$ cat src/rtl/mem_arbiter.sv
// Two-into-one arbiter between the instruction and data cache memory ports and the
// external memory port; read responses are routed back through an in-order tag FIFO.
module mem_arbiter #(
  parameter int ADDR_BITS       = 28,
  parameter int DATA_BITS       = 128,
  parameter int MAX_OUTSTANDING = 4
) (
  input  logic                   clk,
  input  logic                   reset,

  input  logic                   ic_req_valid,
  output logic                   ic_req_ready,
  input  logic [ADDR_BITS-1:0]   ic_req_addr,
  input  logic                   ic_req_rw,
  input  logic                   ic_req_data_valid,
  output logic                   ic_req_data_ready,
  input  logic [DATA_BITS-1:0]   ic_req_data_bits,
  input  logic [DATA_BITS/8-1:0] ic_req_data_mask,
  output logic                   ic_resp_valid,
  output logic [DATA_BITS-1:0]   ic_resp_data,

  input  logic                   dc_req_valid,
  output logic                   dc_req_ready,
  input  logic [ADDR_BITS-1:0]   dc_req_addr,
  input  logic                   dc_req_rw,
  input  logic                   dc_req_data_valid,
  output logic                   dc_req_data_ready,
  input  logic [DATA_BITS-1:0]   dc_req_data_bits,
  input  logic [DATA_BITS/8-1:0] dc_req_data_mask,
  output logic                   dc_resp_valid,
  output logic [DATA_BITS-1:0]   dc_resp_data,

  output logic                   mem_req_valid,
  input  logic                   mem_req_ready,
  output logic [ADDR_BITS-1:0]   mem_req_addr,
  output logic                   mem_req_rw,
  output logic                   mem_req_data_valid,
  input  logic                   mem_req_data_ready,
  output logic [DATA_BITS-1:0]   mem_req_data_bits,
  output logic [DATA_BITS/8-1:0] mem_req_data_mask,
  input  logic                   mem_resp_valid,
  input  logic [DATA_BITS-1:0]   mem_resp_data,

  output logic                   err_unexpected_resp
);

  localparam int PTR_BITS = $clog2(MAX_OUTSTANDING);
  localparam logic [PTR_BITS:0] FULL_COUNT = (PTR_BITS+1)'(MAX_OUTSTANDING);

  localparam logic [0:0] ST_IDLE  = 1'b0;
  localparam logic [0:0] ST_GRANT = 1'b1;

  logic [0:0]          state_reg;
  logic                owner_reg;
  logic                last_owner_reg;
  logic                cmd_done_reg;
  logic                data_done_reg;
  logic                err_reg;
  logic                tag_mem [MAX_OUTSTANDING];
  logic [PTR_BITS-1:0] rd_ptr_reg;
  logic [PTR_BITS-1:0] wr_ptr_reg;
  logic [PTR_BITS:0]   count_reg;

  logic granted;
  logic own_valid;
  logic own_rw;
  logic own_data_valid;
  logic eff_rw;
  logic fifo_empty;
  logic fifo_full;
  logic cmd_hs;
  logic data_hs;
  logic cmd_now;
  logic data_now;
  logic push;
  logic pop;
  logic head_owner;
  logic release_now;
  logic abort;

  assign granted        = (state_reg == ST_GRANT);
  assign own_valid      = owner_reg ? dc_req_valid      : ic_req_valid;
  assign own_rw         = owner_reg ? dc_req_rw         : ic_req_rw;
  assign own_data_valid = owner_reg ? dc_req_data_valid : ic_req_data_valid;

  assign mem_req_addr      = owner_reg ? dc_req_addr      : ic_req_addr;
  assign mem_req_rw        = own_rw;
  assign mem_req_data_bits = owner_reg ? dc_req_data_bits : ic_req_data_bits;
  assign mem_req_data_mask = owner_reg ? dc_req_data_mask : ic_req_data_mask;

  assign fifo_empty = (count_reg == '0);
  assign fifo_full  = (count_reg == FULL_COUNT);

  // Reads release on their command handshake, so a completed command implies a write
  // even if the cache has already moved on and changed rw.
  assign eff_rw = own_rw | cmd_done_reg;

  assign mem_req_valid      = granted & own_valid & ~cmd_done_reg & (own_rw | ~fifo_full);
  assign mem_req_data_valid = granted & own_data_valid & eff_rw & ~data_done_reg;

  assign cmd_hs  = mem_req_valid & mem_req_ready;
  assign data_hs = mem_req_data_valid & mem_req_data_ready;

  assign ic_req_ready      = cmd_hs  & ~owner_reg;
  assign dc_req_ready      = cmd_hs  &  owner_reg;
  assign ic_req_data_ready = data_hs & ~owner_reg;
  assign dc_req_data_ready = data_hs &  owner_reg;

  assign cmd_now     = cmd_done_reg  | cmd_hs;
  assign data_now    = data_done_reg | data_hs;
  assign push        = cmd_hs & ~own_rw;
  assign release_now = push | (eff_rw & cmd_now & data_now);
  assign abort       = ~cmd_done_reg & ~own_valid;

  assign pop        = mem_resp_valid & ~fifo_empty;
  assign head_owner = tag_mem[rd_ptr_reg];

  assign ic_resp_valid = pop & ~head_owner;
  assign dc_resp_valid = pop &  head_owner;
  assign ic_resp_data  = mem_resp_data;
  assign dc_resp_data  = mem_resp_data;

  assign err_unexpected_resp = err_reg;

  always_ff @(posedge clk) begin
    if (reset) begin
      state_reg      <= ST_IDLE;
      owner_reg      <= 1'b0;
      last_owner_reg <= 1'b0;
      cmd_done_reg   <= 1'b0;
      data_done_reg  <= 1'b0;
    end else begin
      case (state_reg)
        ST_IDLE: begin
          if (ic_req_valid | dc_req_valid) begin
            state_reg     <= ST_GRANT;
            owner_reg     <= (ic_req_valid & dc_req_valid) ? ~last_owner_reg : dc_req_valid;
            cmd_done_reg  <= 1'b0;
            data_done_reg <= 1'b0;
          end
        end
        ST_GRANT: begin
          if (abort) begin
            state_reg <= ST_IDLE;
          end else if (release_now) begin
            state_reg      <= ST_IDLE;
            last_owner_reg <= owner_reg;
          end else begin
            if (cmd_hs)  cmd_done_reg  <= 1'b1;
            if (data_hs) data_done_reg <= 1'b1;
          end
        end
        default: state_reg <= ST_IDLE;
      endcase
    end
  end

  // Tag FIFO: pointers wrap naturally because the depth is a power of two.
  always_ff @(posedge clk) begin
    if (reset) begin
      rd_ptr_reg <= '0;
      wr_ptr_reg <= '0;
      count_reg  <= '0;
    end else begin
      if (push) wr_ptr_reg <= wr_ptr_reg + 1'b1;
      if (pop)  rd_ptr_reg <= rd_ptr_reg + 1'b1;
      case ({push, pop})
        2'b10:   count_reg <= count_reg + 1'b1;
        2'b01:   count_reg <= count_reg - 1'b1;
        default: count_reg <= count_reg;
      endcase
    end
  end

  always_ff @(posedge clk) begin
    if (push) tag_mem[wr_ptr_reg] <= owner_reg;
  end

  always_ff @(posedge clk) begin
    if (reset) begin
      err_reg <= 1'b0;
    end else if (mem_resp_valid & fifo_empty) begin
      err_reg <= 1'b1;
    end
  end

endmodule
$ cat config.mk
export PLATFORM = sky130hd
export DESIGN_NAME = mem_arbiter
export DESIGN_NICKNAME = d
export VERILOG_FILES = /design/src/rtl/mem_arbiter.sv
export SDC_FILE = /design/constraint.sdc
export NUM_CORES = 1
export LEC_CHECK = 0
export CAP_MARGIN = 5
export CORE_AREA = 2 2 355 357
export CTS_BUF_LIST = sky130_fd_sc_hd__clkbuf_4 sky130_fd_sc_hd__clkbuf_8
export CTS_CLUSTER_DIAMETER = 40
export DETAILED_ROUTE_END_ITERATION = 10
export DIE_AREA = 0 0 357 359
export HOLD_SLACK_MARGIN = 0.15
export SLEW_MARGIN = 20
export SYNTH_ARGS = -nofsm -noshare
export SYNTH_HDL_FRONTEND = slang
export SYNTH_SLANG_ARGS = --single-unit
$ cat constraint.sdc
create_clock -name clk -period 3.8 [get_ports clk]
set_input_delay 0.95 -clock clk [delete_from_list [all_inputs] [get_ports clk]]
set_output_delay 0.95 -clock clk [all_outputs]
set_load 0.01 [all_outputs]
* Yosys cells after proc, flatten, opt, wreduce, memory -nomap -nowiden *
Memory sizes are Yosys's and may differ from the RTL's. A register that Yosys moved wholly into a read port is not among the register bits.
Index checks and enable logic that the tools add are counted.

word-level totals
  memories = 1
  memory bits (writable) = 4
  register bits = 13
  bits of input ports = 483
  output and inout port bits = 438

cells by class
  equal/unequal tests = 8
  add/subtract/negate cells = 4
  reductions and logical operators = 6
  bitwise logic cells = 38
  mux-type cells = 25

memories
  name     depth  bits a word  rd ports  clocked after Yosys merged registers in  write ports  RTL line  source
  tag_mem  4      1            1         1                                        1            59        logic tag_mem [MAX_OUTSTANDING];

operators with widths
  cell                   number
  $mux W128              1
  $mux W28               1
  $and A1 B1 Y1          21
  $mux W1                16
  $mux W16               1
  $not A1 Y1             11
  $reduce_and A4 Y1      2
  $ne A2 B2 Y1 const B   3
  $or A1 B1 Y1           6
  $pmux W1 S2            3
  $pmux W3 S2            1
  $add A2 B1 Y2 const B  2
  $mux W2                2
  $ne A2 B1 Y1 const B   2
  $add A3 B1 Y3 const B  1
  $eq A3 B3 Y1 const B   1
  $logic_not A3 Y1       1
  $reduce_and A3 Y1      1
  $sub A3 B1 Y3 const B  1
  $eq A2 B1 Y1 const B   1
  $eq A2 B2 Y1 const B   1
  $reduce_and A2 Y1      1
  $reduce_bool A2 Y1     1

* Logic depth before layout (Yosys ltp) *
Gate-level depths: netlist of the first run.

  depth in word-level cells = 12
  mapped depth = 10
  depth with buffers taken out = 9

* Worst setup path after synthesis of the first run *
OpenSTA, ideal clock, no wires.

  kind = in2reg
  start = in dc_req_rw
  end = reg count_reg[2]
  setup time = 71 ps
  stages = 10
  data arrival time = 2858 ps
  path buffers = 1
  setup slack = 871 ps
  path through = mux2i_1 buf_2 a211oi_4 nand2_2 ha_1 inv_1 fa_1 xor2_1 or3_1 a21oi_1

between the ends
  word-level cells in the longest chain between the ends = 7
  elaborated cells between the ends (all ways) = 10
  classes of those cells = eq/ne: 2; mux: 2; bitwise: 5; reduce/logical: 1

ends and longest elaborated chain
  item                                                      RTL line  source
  from (decl)                                               25        input logic dc_req_rw,
  $mux W1 (*)                                               83        assign own_rw = owner_reg ? dc_req_rw : ic_req_rw;
  $or A1 B1 Y1                                              98        assign mem_req_valid = granted & own_valid & ~cmd_done_reg & (own_rw | ~fifo_full);
  $and A1 B1 Y1                                             98
  $and A1 B1 Y1                                             101       assign cmd_hs = mem_req_valid & mem_req_ready;
  $and A1 B1 Y1 (*)                                         111       assign push = cmd_hs & ~own_rw;
  $eq A2 B1 Y1 / $eq A2 B2 Y1 (equally long branches)       167       case ({push, pop})
  $pmux W3 S2 / $reduce_bool A2 Y1 (equally long branches)  --
  to (signal assigned)                                      168       2'b10: count_reg <= count_reg + 1'b1;
  to (signal assigned)                                      169       2'b01: count_reg <= count_reg - 1'b1;
  to (signal assigned)                                      170       default: count_reg <= count_reg;
  to (decl)                                                 62        logic [PTR_BITS:0] count_reg;

Mark *: on every way between the ends. The rest lies on a longest branch, timed or not.
A chain may end at the register's enable or synchronous reset.

* Worst setup path after layout of the first run *
  start = in dc_req_rw
  end = out mem_req_data_valid

between the ends
  word-level cells in the longest chain between the ends = 4

ends and longest elaborated chain
  item                         RTL line  source
  $mux W1                      83
  $or A1 B1 Y1                 96        assign eff_rw = own_rw | cmd_done_reg;
  $and A1 B1 Y1 (2 in series)  99        assign mem_req_data_valid = granted & own_data_valid & eff_rw & ~data_done_reg;
  to (decl)                    37        output logic mem_req_data_valid,

Every way passes these cells.

==> results of run 1 <==
==> cell type report <==
type | instances | area (um^2) | area share
Antenna cell | 10 | 25.0 | 0.00238
Clock buffer | 3 | 41.3 | 0.00393
Clock inverter | 1 | 5.00 | 0.000476
Inverter | 9 | 33.8 | 0.00321
Multi-Input combinational cell | 245 | 2490 | 0.237
Sequential cell | 19 | 424 | 0.0404
Tap cell | 1650 | 2060 | 0.196
Timing Repair Buffer | 549 | 5430 | 0.517
==> per-stage QoR <==
step	hold slack [ns]	instances	cell area, um^2	setup WS (ns)
finish	0.484	2486	10500	0.116
CTS	0.495	2476	10500	0.0867
floorplan	0.448	551	4970	0.871
global route	0.516	2481	10500	0.0287
detailed placement	0.483	2472	10400	0.0202
global placement	0.472	2472	10400	0.0157
==> synthesized netlist by cell type, types with 2 or more instances <==
master      n  share of area
mux2_2    173           0.39
and2_1      3         0.0038
nand2b_1    2         0.0025
dfxtp_1    15          0.060
nand3_1     2         0.0020
nor2b_1     4         0.0050
buf_2      13          0.013
nor3b_1     2         0.0030
xor2_1      3         0.0053
a31oi_1     2         0.0025
nor2_1     11         0.0083
ha_1        5          0.013
clkbuf_1    8         0.0060
a21oi_1     6         0.0060
mux2i_1     5          0.010
and3_1      4         0.0050
xnor2_1     2         0.0035
o21ai_0     3         0.0030
inv_1       9         0.0068
edfxtp_1    4          0.024
buf_4     257           0.39
nand2_1     4         0.0030
==> worst max path at each step <==
stage / depth (start not counted) / slack, ns / end
floorplan: 10 / 0.87 / count_reg[2]
global placement: 6 / 0.02 / ic_req_data_ready
detailed placement: 6 / 0.02 / ic_req_data_ready
CTS: 5 / 0.09 / mem_req_data_valid
global route: 5 / 0.03 / mem_req_data_valid
finish: 5 / 0.12 / mem_req_data_valid
==> logic make-up after synthesis <==
group | count (synthesis) | share of synthesized area
mux | 179 | 0.407
flops | 19 | 0.0847
compound gates | 19 | 0.0307
simple gates | 36 | 0.0378
xor+xnor | 5 | 0.00882
fa+ha+maj | 6 | 0.0166
buf+inv | 287 | 0.414
==> routing by layer <==
| layer | part of all wire | routed length, um | global-route usage |
|---|---|---|---|
| met4 | 0.015 | 1140 | 0.0126 |
| met5 | 0.0035 | 259 | 0 |
| met3 | 0.22 | 16700 | 0.115 |
| met1 | 0.35 | 26200 | 0.112 |
| met2 | 0.41 | 30300 | 0.160 |
==> cell usage in the layout (no fill, tap or decap), drive strengths merged <==
cell	synthesis	layout
a2111oi	2	2
a211oi	1	1
a21o	1	1
a21oi	7	7
a22oi	1	1
a31oi	2	2
and2	3	3
and3	4	4
buf	270	46
clkbuf	8	3
clkdlybuf4s50	0	502
clkinv	0	1
dfxtp	15	15
diode	0	10
dlygate4sd2	0	1
edfxtp	4	4
fa	1	1
ha	5	5
inv	9	9
mux2	173	173
mux2i	5	5
mux4	1	1
nand2	5	5
nand2b	2	2
nand3	2	2
nand3b	1	1
nor2	11	11
nor2b	4	4
nor3	1	1
nor3b	2	2
o2111ai	1	1
o21ai	3	3
o22ai	1	1
or3	1	1
xnor2	2	2
xor2	3	3
==> critical path: cells and delay by family <==
family	cells	cell delay, ns
buffers and inverters	3	1.25
AOI/OAI and AO/OA	1	0.40
muxes	1	0.12
==> where the power goes <==
| group | switching (mW) | total, mW | internal (mW) |
|---|---|---|---|
| Combinational | 0.638 | 1.45 | 0.812 |
| Sequential | 0.0150 | 0.233 | 0.218 |
| Clock | 0.0676 | 0.140 | 0.0728 |
==> flow_summary.yaml, run 1 <==
outcome:
  outcome: "complete, no violations"
pwr:
  p_leak_nw: 3.24
  p_per_area_nw_per_um2: 173
  total_power_mw: 1.82
  vdd_drop_max_mv: 0.110
route:
  firstDrtPassIters: 4
  wl_per_cell_um: 30.0
  drtAntennaViolNets: 0
  vias: 5238
  drc: 0
  routed_wl_mm: 74.6
  vias_per_cell: 2.11
  dr.first_iter.drc_count: 112
worst_hold_path:
  hold_path_class: "reg2reg"
  hold_depth: 2
  hold_end: "last_owner_reg"
  holdCritStartpoint: "last_owner_reg"
cts:
  clkTransAtPathRegs_ns: 0.07
  cts_tree: "done"
  clock_sinks: 19
  hold_buffers: 0
  clock_path_buffers: 2
  root_buffer: "clkbuf_8"
  cts_resized: 1
  insertion_delay_ns: 0.26
  post_cts_buffers: 0
  htree_levels: 1
  cts_inserted_buffers: 3
placement:
  io_buffers: 536
  place_congestion: 0.743
  place_hpwl_mm: 71.6
yosys:
  yosysWarnings: 0
  ys.flop_type: "dfxtp_1"
  synth_seq_cells: 19
  synthesis.area_um2: 4970
  synth_edf_count: 4
  synth.distinct_cells: 36
  syn_avg_cell_area_um2: 9.01
  syn_inst: 551
  ys_seq_area_frac: 0.0847
  syn_nets: 1040
  async_flop_share: 0
floorplanning:
  initial_core_util: 0.0399
  fp-row-count: 130
  core_um2: 125000
  die_y_um: 359
  die_area_um2: 128000
  pin_count: 921
  dieWidth_um: 357
grt:
  overflow: 0
  grt.total_usage: 0.110
  grt_antenna_before_repair: 58
  grt_max_degree: 69
  grt_pass1_vias: 5198
  grt_pass1_wl_mm: 84.2
worst_setup_path:
  reg2regPathDepth: 11
  setup.worst_path.start: "dc_req_rw"
  cp_max_fo: 11
  setup.worst_path.start_class: "input pin"
  r2r_end: "count_reg[2]"
  crit_slowest_cell: "clkdlybuf4s50_1"
  critPathArrivalTime_ns: 2.73
  r2r_start: "owner_reg"
  endpoint_kind: "primary output"
  ff2ff_setup_slack_ns: 1.15
  path_cells: "clkdlybuf4s50_1, mux2i_1, buf_12, a2111oi_0, clkdlybuf4s50_1"
  crit_type: "in2out"
  cp_slowest_stage_delay_ns: 0.61
  cpMostUsedCell: "clkdlybuf4s50_1"
  required_ns: 2.85
sta:
  finalSetupTns_ns: 0
  max_slew_margin: 0.556
  rsz0062_at_grt: "false"
  setup_viol: 0
  slew_viol_final: 0
  timing.fmax_ghz: 0.271
  worst_slew_pin_slew_ns: 0.665
  fin_worst_skew_ns: 0.00349
  min_period_ns: 3.68
  fin_crit_sh: 0.969
  hold_viol_final: 0
layout:
  finalCoreUtilization: 0.0844
  fin_nets: 1316
  fillers: 14559
  drive_gt1_frac: 0.277
  synthToLayoutAreaGrowth_pct: 112
job:
  maxCapViolations: 0
No activity file was read; power rests on OpenSTA's default activity.
==> inputs of run 2 (changes only) <==
Settings changed: ABC_CLOCK_PERIOD_IN_PS from default to 3800, SLEW_MARGIN 20 to 25.
==> results of run 2 <==
No change in the layout: final DEF, timing and power equal those of run 1.
==> inputs of run 3 (changes only) <==
Settings changed: GPL_ROUTABILITY_DRIVEN from default to 0.
==> results of run 3 <==
No change in the layout: final DEF, timing and power equal those of run 1.
